`src/rtl/fpsqrt_pkg.sv`:
```
// Shared types and constants for the fpsqrt issue buffer: format/rounding encodings,
// the buffered request record and the issue FSM state type.
package fpsqrt_pkg;

    localparam logic [1:0] FP_FMT_FP16 = 2'd0;
    localparam logic [1:0] FP_FMT_FP32 = 2'd1;
    localparam logic [1:0] FP_FMT_FP64 = 2'd2;
    localparam logic [1:0] FP_FMT_RSVD = 2'd3;

    localparam logic [2:0] RM_RNE = 3'd0;
    localparam logic [2:0] RM_RTZ = 3'd1;
    localparam logic [2:0] RM_RDN = 3'd2;
    localparam logic [2:0] RM_RUP = 3'd3;
    localparam logic [2:0] RM_RMM = 3'd4;

    localparam logic [4:0] FFLAGS_NV = 5'b10000;

    localparam int FPSQRT_TAG_W = 4;
    typedef logic [FPSQRT_TAG_W-1:0] fpsqrt_tag_t;

    typedef struct packed {
        logic [63:0] op;
        logic [1:0]  fmt;
        logic [2:0]  rm;
        fpsqrt_tag_t tag;
    } fpsqrt_req_t;

    typedef enum logic [1:0] {
        IDLE  = 2'd0,
        ISSUE = 2'd1,
        WAIT  = 2'd2,
        LOCAL = 2'd3
    } issue_state_e;

endpackage

```
`src/rtl/fpsqrt_req_fifo.sv`:
```
// Flop-based request FIFO with wrap-bit pointers; flush empties it in one cycle.
module fpsqrt_req_fifo
    import fpsqrt_pkg::*;
#(
    parameter int DEPTH = 4
) (
    input  logic                     clk,
    input  logic                     rst,
    input  logic                     push_i,
    input  fpsqrt_req_t              push_data_i,
    input  logic                     pop_i,
    input  logic                     flush_i,
    output fpsqrt_req_t              head_o,
    output logic                     empty_o,
    output logic                     full_o,
    output logic [$clog2(DEPTH):0]   count_o
);

    localparam int AW = $clog2(DEPTH);
    localparam logic [AW:0] PTR_ONE = {{AW{1'b0}}, 1'b1};

    fpsqrt_req_t  mem_q [DEPTH];
    logic [AW:0]  wptr_q;
    logic [AW:0]  rptr_q;

    assign empty_o = (wptr_q == rptr_q);
    assign full_o  = (wptr_q[AW] != rptr_q[AW]) && (wptr_q[AW-1:0] == rptr_q[AW-1:0]);
    assign count_o = wptr_q - rptr_q;
    assign head_o  = mem_q[rptr_q[AW-1:0]];

    always_ff @(posedge clk) begin
        if (rst) begin
            wptr_q <= '0;
            rptr_q <= '0;
            for (int i = 0; i < DEPTH; i++) begin
                mem_q[i] <= '0;
            end
        end else if (flush_i) begin
            wptr_q <= '0;
            rptr_q <= '0;
        end else begin
            if (push_i && !full_o) begin
                mem_q[wptr_q[AW-1:0]] <= push_data_i;
                wptr_q <= wptr_q + PTR_ONE;
            end
            if (pop_i && !empty_o) begin
                rptr_q <= rptr_q + PTR_ONE;
            end
        end
    end

endmodule

```
`src/rtl/fpsqrt_issue_buf.sv`:
```
// Request buffer and single-issue front end for fpsqrt_scalar_r16.
// Optional FPSQRT_ISSUE_BYPASS_EN lets a request skip an empty FIFO and start the unit directly.
module fpsqrt_issue_buf
    import fpsqrt_pkg::*;
#(
    parameter int DEPTH = 4,
    parameter int TAG_W = fpsqrt_pkg::FPSQRT_TAG_W
) (
    input  logic                     clk,
    input  logic                     rst,
    input  logic                     req_valid_i,
    output logic                     req_ready_o,
    input  logic [63:0]              req_op_i,
    input  logic [1:0]               req_fp_format_i,
    input  logic [2:0]               req_rm_i,
    input  logic [TAG_W-1:0]         req_tag_i,
    input  logic                     flush_i,
    output logic                     sqrt_start_valid_o,
    input  logic                     sqrt_start_ready_i,
    output logic [63:0]              sqrt_op_o,
    output logic [1:0]               sqrt_fp_format_o,
    output logic [2:0]               sqrt_rm_o,
    output logic                     sqrt_flush_o,
    input  logic                     sqrt_finish_valid_i,
    output logic                     sqrt_finish_ready_o,
    input  logic [63:0]              sqrt_res_i,
    input  logic [4:0]               sqrt_fflags_i,
    output logic                     rsp_valid_o,
    input  logic                     rsp_ready_i,
    output logic [63:0]              rsp_res_o,
    output logic [4:0]               rsp_fflags_o,
    output logic [TAG_W-1:0]         rsp_tag_o,
    output logic [$clog2(DEPTH):0]   count_o
);

`ifdef FPSQRT_ISSUE_BYPASS_EN
    localparam bit BYPASS_EN = 1'b1;
`else
    localparam bit BYPASS_EN = 1'b0;
`endif

    issue_state_e      state_q, state_d;
    logic [TAG_W-1:0]  inflight_tag_q, inflight_tag_d;
    logic [TAG_W-1:0]  local_tag_q, local_tag_d;
    logic              sqrt_flush_q;

    fpsqrt_req_t       push_data;
    fpsqrt_req_t       fifo_head;
    logic              fifo_push, fifo_pop, fifo_empty, fifo_full;
    logic              bypass_hs;

    assign push_data.op  = req_op_i;
    assign push_data.fmt = req_fp_format_i;
    assign push_data.rm  = req_rm_i;
    assign push_data.tag = fpsqrt_tag_t'(req_tag_i);

    assign req_ready_o  = !fifo_full;
    assign fifo_push    = req_valid_i && !fifo_full && !flush_i && !bypass_hs;
    assign sqrt_flush_o = sqrt_flush_q;

    fpsqrt_req_fifo #(.DEPTH(DEPTH)) u_fifo (
        .clk         (clk),
        .rst         (rst),
        .push_i      (fifo_push),
        .push_data_i (push_data),
        .pop_i       (fifo_pop),
        .flush_i     (flush_i),
        .head_o      (fifo_head),
        .empty_o     (fifo_empty),
        .full_o      (fifo_full),
        .count_o     (count_o)
    );

    always_comb begin
        state_d             = state_q;
        inflight_tag_d      = inflight_tag_q;
        local_tag_d         = local_tag_q;
        fifo_pop            = 1'b0;
        bypass_hs           = 1'b0;
        sqrt_start_valid_o  = 1'b0;
        sqrt_op_o           = '0;
        sqrt_fp_format_o    = '0;
        sqrt_rm_o           = '0;
        sqrt_finish_ready_o = 1'b0;
        rsp_valid_o         = 1'b0;
        rsp_res_o           = '0;
        rsp_fflags_o        = '0;
        rsp_tag_o           = '0;

        case (state_q)
            IDLE: begin
                if (!fifo_empty) begin
                    if (fifo_head.fmt == FP_FMT_RSVD) begin
                        fifo_pop    = 1'b1;
                        local_tag_d = TAG_W'(fifo_head.tag);
                        state_d     = LOCAL;
                    end else begin
                        state_d = ISSUE;
                    end
                end else if (BYPASS_EN && req_valid_i && (req_fp_format_i != FP_FMT_RSVD)
                             && !sqrt_flush_q) begin
                    // The unit is still being flushed while sqrt_flush_q is high.
                    sqrt_start_valid_o = 1'b1;
                    sqrt_op_o          = req_op_i;
                    sqrt_fp_format_o   = req_fp_format_i;
                    sqrt_rm_o          = req_rm_i;
                    if (sqrt_start_ready_i) begin
                        bypass_hs      = 1'b1;
                        inflight_tag_d = req_tag_i;
                        state_d        = WAIT;
                    end
                end
            end
            ISSUE: begin
                sqrt_start_valid_o = 1'b1;
                sqrt_op_o          = fifo_head.op;
                sqrt_fp_format_o   = fifo_head.fmt;
                sqrt_rm_o          = fifo_head.rm;
                if (sqrt_start_ready_i) begin
                    fifo_pop       = 1'b1;
                    inflight_tag_d = TAG_W'(fifo_head.tag);
                    state_d        = WAIT;
                end
            end
            WAIT: begin
                rsp_valid_o         = sqrt_finish_valid_i;
                sqrt_finish_ready_o = rsp_ready_i;
                rsp_res_o           = sqrt_res_i;
                rsp_fflags_o        = sqrt_fflags_i;
                rsp_tag_o           = inflight_tag_q;
                if (sqrt_finish_valid_i && rsp_ready_i) begin
                    state_d = IDLE;
                end
            end
            LOCAL: begin
                rsp_valid_o  = 1'b1;
                rsp_fflags_o = FFLAGS_NV;
                rsp_tag_o    = local_tag_q;
                if (rsp_ready_i) begin
                    state_d = IDLE;
                end
            end
            default: state_d = IDLE;
        endcase

        // Flush kills handshakes in the same cycle so no flushed result escapes.
        if (flush_i) begin
            state_d             = IDLE;
            fifo_pop            = 1'b0;
            bypass_hs           = 1'b0;
            sqrt_start_valid_o  = 1'b0;
            sqrt_finish_ready_o = 1'b0;
            rsp_valid_o         = 1'b0;
        end
    end

    always_ff @(posedge clk) begin
        if (rst) begin
            state_q        <= IDLE;
            inflight_tag_q <= '0;
            local_tag_q    <= '0;
            sqrt_flush_q   <= 1'b0;
        end else begin
            state_q        <= state_d;
            inflight_tag_q <= inflight_tag_d;
            local_tag_q    <= local_tag_d;
            sqrt_flush_q   <= flush_i;
        end
    end

endmodule
```
`config.mk`:
```
export PLATFORM = sky130hd
export DESIGN_NAME = fpsqrt_issue_buf
export DESIGN_NICKNAME = d
export VERILOG_FILES = /design/src/rtl/fpsqrt_pkg.sv /design/src/rtl/fpsqrt_req_fifo.sv /design/src/rtl/fpsqrt_issue_buf.sv
export SDC_FILE = /design/constraint.sdc
export NUM_CORES = 1
export LEC_CHECK = 0
export ABC_AREA = 1
export ABC_CLOCK_PERIOD_IN_PS = 11100
export CAP_MARGIN = 25
export CORE_MARGIN = 2
export CORE_UTILIZATION = 52
export DETAILED_ROUTE_END_ITERATION = 12
export PLACE_DENSITY = 0.81
export RECOVER_POWER = 25
export SLEW_MARGIN = 20
export SYNTH_ARGS = -nofsm -noshare
export SYNTH_HDL_FRONTEND = slang
export SYNTH_SLANG_ARGS = --single-unit
```
`constraint.sdc`:
```
create_clock -name clk -period 11.1 [get_ports clk]
set_clock_uncertainty 0.2 [all_clocks]
set_input_delay 2.22 -clock clk [delete_from_list [all_inputs] [get_ports clk]]
set_output_delay 2.22 -clock clk [all_outputs]
set_load 0.05 [all_outputs]
```
==> key figures <==
Critical path
  – Crit Path Category: register to output port
  – Critical R2R Launch: u_fifo.wptr_q[0]
  – CP max FO: 84
  – Worst setup EP type: output port
  – R2R depth: 8
  – Worst-path cell chain: inv_4 -> clkbuf_1 -> o21ai_0 -> a21oi_1 -> clkdlybuf4s50_1
  – R2R setup slack: 5.54 ns
  – Slowest CP cell: clkbuf_1
  – Critical Path Start Type: register
  – Max stage delay on crit path: 2.42 ns
  – CP Data Required Time: 8.68 ns
  – Critical path arrival: 6.01 ns
  – R2R Path End: u_fifo.mem_q[2][68]

Die
  – Initial core utilization: 0.527
  – Core region area: 27,700 um2
  – Die width: 172 um
  – Site row count: 61
  – Overall die area: 29,400 um2
  – I/O pin cnt: 299
  – Die extent in y: 172 um

Layout
  – Layout Utilization: 0.679
  – Fraction of layout cells with a size suffix above 1: 0.0474
  – Area grow syn2layout: 28.9%
  – Filler Cells Inserted: 2,157
  – Nets: 2,007
  – Non-filler cells, final: 2,258
  – Most frequent cells in the layout: nor2_1, clkdlybuf4s50_1, edfxtp_1
  – Commonest non-fill, non-tap cell in the layout: nor2_1

CTS
  – Hold-fix buffers at CTS: 0
  – Clk_lat worst skew: 0.57 ns
  – CTS buffer count: 31
  – CTS tree: built
  – Setup Fix Bufs, Post-CTS: 0
  – CTS Buffer Depth: 3
  – Clk slew on worst S/H paths: 0.07 ns
  – Post-CTS resize count: 0
  – Number of clock sinks: 311
  – Root buf cell: clkbuf_16
  – H-tree lvl count: 1

Global routing
  – Largest net degree at the start of global routing: 87
  – Number of antenna violations at the first check in global routing: 4
  – First-pass GRT wire length: 60.7 mm
  – Total grt overflow: 0
  – Gr usage total: 0.271
  – Vias in the first global route: 11,500

Power
  – Part of the power in registers: 0.505
  – P_int: 2.07 mW
  – Switch Pwr: 0.599 mW
  – Total power: 2.67 mW
  – Sw Ratio: 0.224
  – Clock power share: 0.417
  – Combinational fraction of design power: 0.077
  – P_leak: 7.78 nW
  – Power density cells: 142 nW/um2
  – Worst vdd ir: 0.000107 V

Routing
  – WL/cell: 18.1 um
  – 1st-pass router iterations: 5
  – Vias/cell: 5.24
  – Iteration-0 DRC Markers: 928
  – DRT antenna net count: 0
  – Post-route DRC: 0
  – Routed via count: 11,800
  – Total Routed Length: 40.8 mm

STA
  – Final Max Slew Viols: 183
  – Final min period: 8.43 ns
  – Max-slew headroom: -1.56
  – Endpoints failing hold: 0
  – Endpoints failing setup: 0
  – Unrepaired setup endpoints after global routing: no
  – Period utilization: 0.759
  – Worst-Margin Slew: 3.84 ns
  – Setup TNS: 0 ns
  – Fmax: 119 MHz

Synthesis
  – Syn Area/Cell: 9.09 um2
  – Post-synthesis sequential area ratio: 0.627
  – Gate Count Post-Synth: 1,606
  – Yosys warns: 0
  – Syn Nets: 1,760
  – Seq cells post-synth: 311
  – Cell area after synthesis: 14,600 um2
  – Yosys cell types: 27

Run
  – Max-Cap Viols: 4

Place
  – Post-DP HPWL: 25.7 mm
  – Placed cell count: 2,198
  – Routability Congestion: 0.834
  – IO Port Bufs: 298

Min path
  – Hold path endpoint: local_tag_q[3]
  – Hold Path Class: register to register
  – Hold path depth: 2
  – Hold wc startpoint: local_tag_q[3]

Outcome
  – Status: finished, violations left
  – Failing checks: capacitance limit, slew limit
cell type report:
type / count / area (um2) / area share
multi-input combinational: 968 / 4110 / 0.218
tap: 378 / 473 / 0.0251
sequential: 311 / 9160 / 0.486
clock inverter: 24 / 308 / 0.0164
clock buffer: 34 / 787 / 0.0418
timing repair buffer: 309 / 3110 / 0.165
antenna: 2 / 5.00 / 0.000266
inverter: 232 / 876 / 0.0465
metrics by stage:
| stage | area [um2] | hold WS (ns) | setup WS (ns) |
|---|---|---|---|
| after detailed placement | 17800 | 0.269 | 4.76 |
| after global routing | 18800 | 0.314 | 2.25 |
| final | 18800 | 0.283 | 2.67 |
| after floorplan | 14600 | 0.239 | 2.39 |
| after CTS | 18900 | 0.280 | 4.46 |
| after global placement | 17700 | 0.255 | 4.71 |
synth_stat cells:
master      n  share of area
fa_1        1         0.0014
nand4_1     1        0.00043
o22ai_1     4         0.0017
ha_1        4         0.0034
nand2_1   103          0.026
edfxtp_1  292           0.60
nand3_2     2         0.0014
xor2_1      2         0.0012
o21ai_0   154          0.053
xor2_2      1         0.0011
a31oi_1     2        0.00086
dfxtp_1    19          0.026
clkbuf_1   41          0.011
nand2_2    10         0.0043
nor2_2      1        0.00043
nor3_2      1        0.00069
nor2_1    587           0.15
nor3_1      8         0.0027
nand3_1    10         0.0034
o31ai_1     1        0.00051
inv_1     194          0.050
buf_4       6         0.0031
buf_1      15         0.0039
inv_2      38         0.0098
buf_6      12         0.0093
buf_2      21         0.0072
a21oi_1    76          0.026
cells by family after synthesis:
logic type	after synthesis	share of synthesized area
compound gates	237	0.0819
xor+xnor	3	0.00231
fa+ha+maj	5	0.00480
buf+inv	327	0.0936
flops	311	0.627
simple gates	723	0.191
critical path: cells and delay by family, from the launching register on:
| kind | cells | cell delay (ns) |
|---|---|---|
| AO/OA/AOI/OAI | 2 | 0.95 |
| flip-flops | 1 | 0.55 |
| buffers and inverters | 3 | 3.84 |
power by group through the flow:
stage / logic (mW) / registers, mW / clock network, mW
after floorplan: 0.101 / 1.38 / 0
after global placement: 0.199 / 1.37 / 0
after detailed placement: 0.207 / 1.37 / 0
after CTS: 0.209 / 1.35 / 1.12
after global routing: 0.225 / 1.35 / 1.17
final: 0.207 / 1.35 / 1.12
state kept, by name, indices dropped and copies added, names as in the netlist, named ones only:
| name | flops |
|---|---|
| local_tag_q | 4 |
| state_q | 2 |
| u_fifo.wptr_q | 3 |
| sqrt_flush_o | 1 |
| u_fifo.mem_q | 292 |
| u_fifo.rptr_q | 3 |
| inflight_tag_q | 4 |
worst max-delay path by stage:
| stage | cells past startpoint | from | to |
|---|---|---|---|
| finish | 5 | register | sqrt_rm_o[2] |
| global route | 5 | register | sqrt_rm_o[2] |
| CTS | 6 | register | sqrt_op_o[29] |
| detailed placement | 7 | flush_i | u_fifo.mem_q[0][35] |
| global placement | 6 | flush_i | u_fifo.mem_q[1][47] |
| floorplan | 3 | flush_i | u_fifo.mem_q[3][0] |
routing by layer:
| layer | share of wire | GRT usage | vias to the layer above |
|---|---|---|---|
| met2 | 0.51 | 0.483 | 565 |
| met4 | 0.044 | 0.129 | 4 |
| met5 | 0.00069 | 0 | - |
| li1 | - | - | 5607 |
| met1 | 0.35 | 0.315 | 5563 |
| met3 | 0.090 | 0.0515 | 94 |
(Power assumes the default switching activity.)
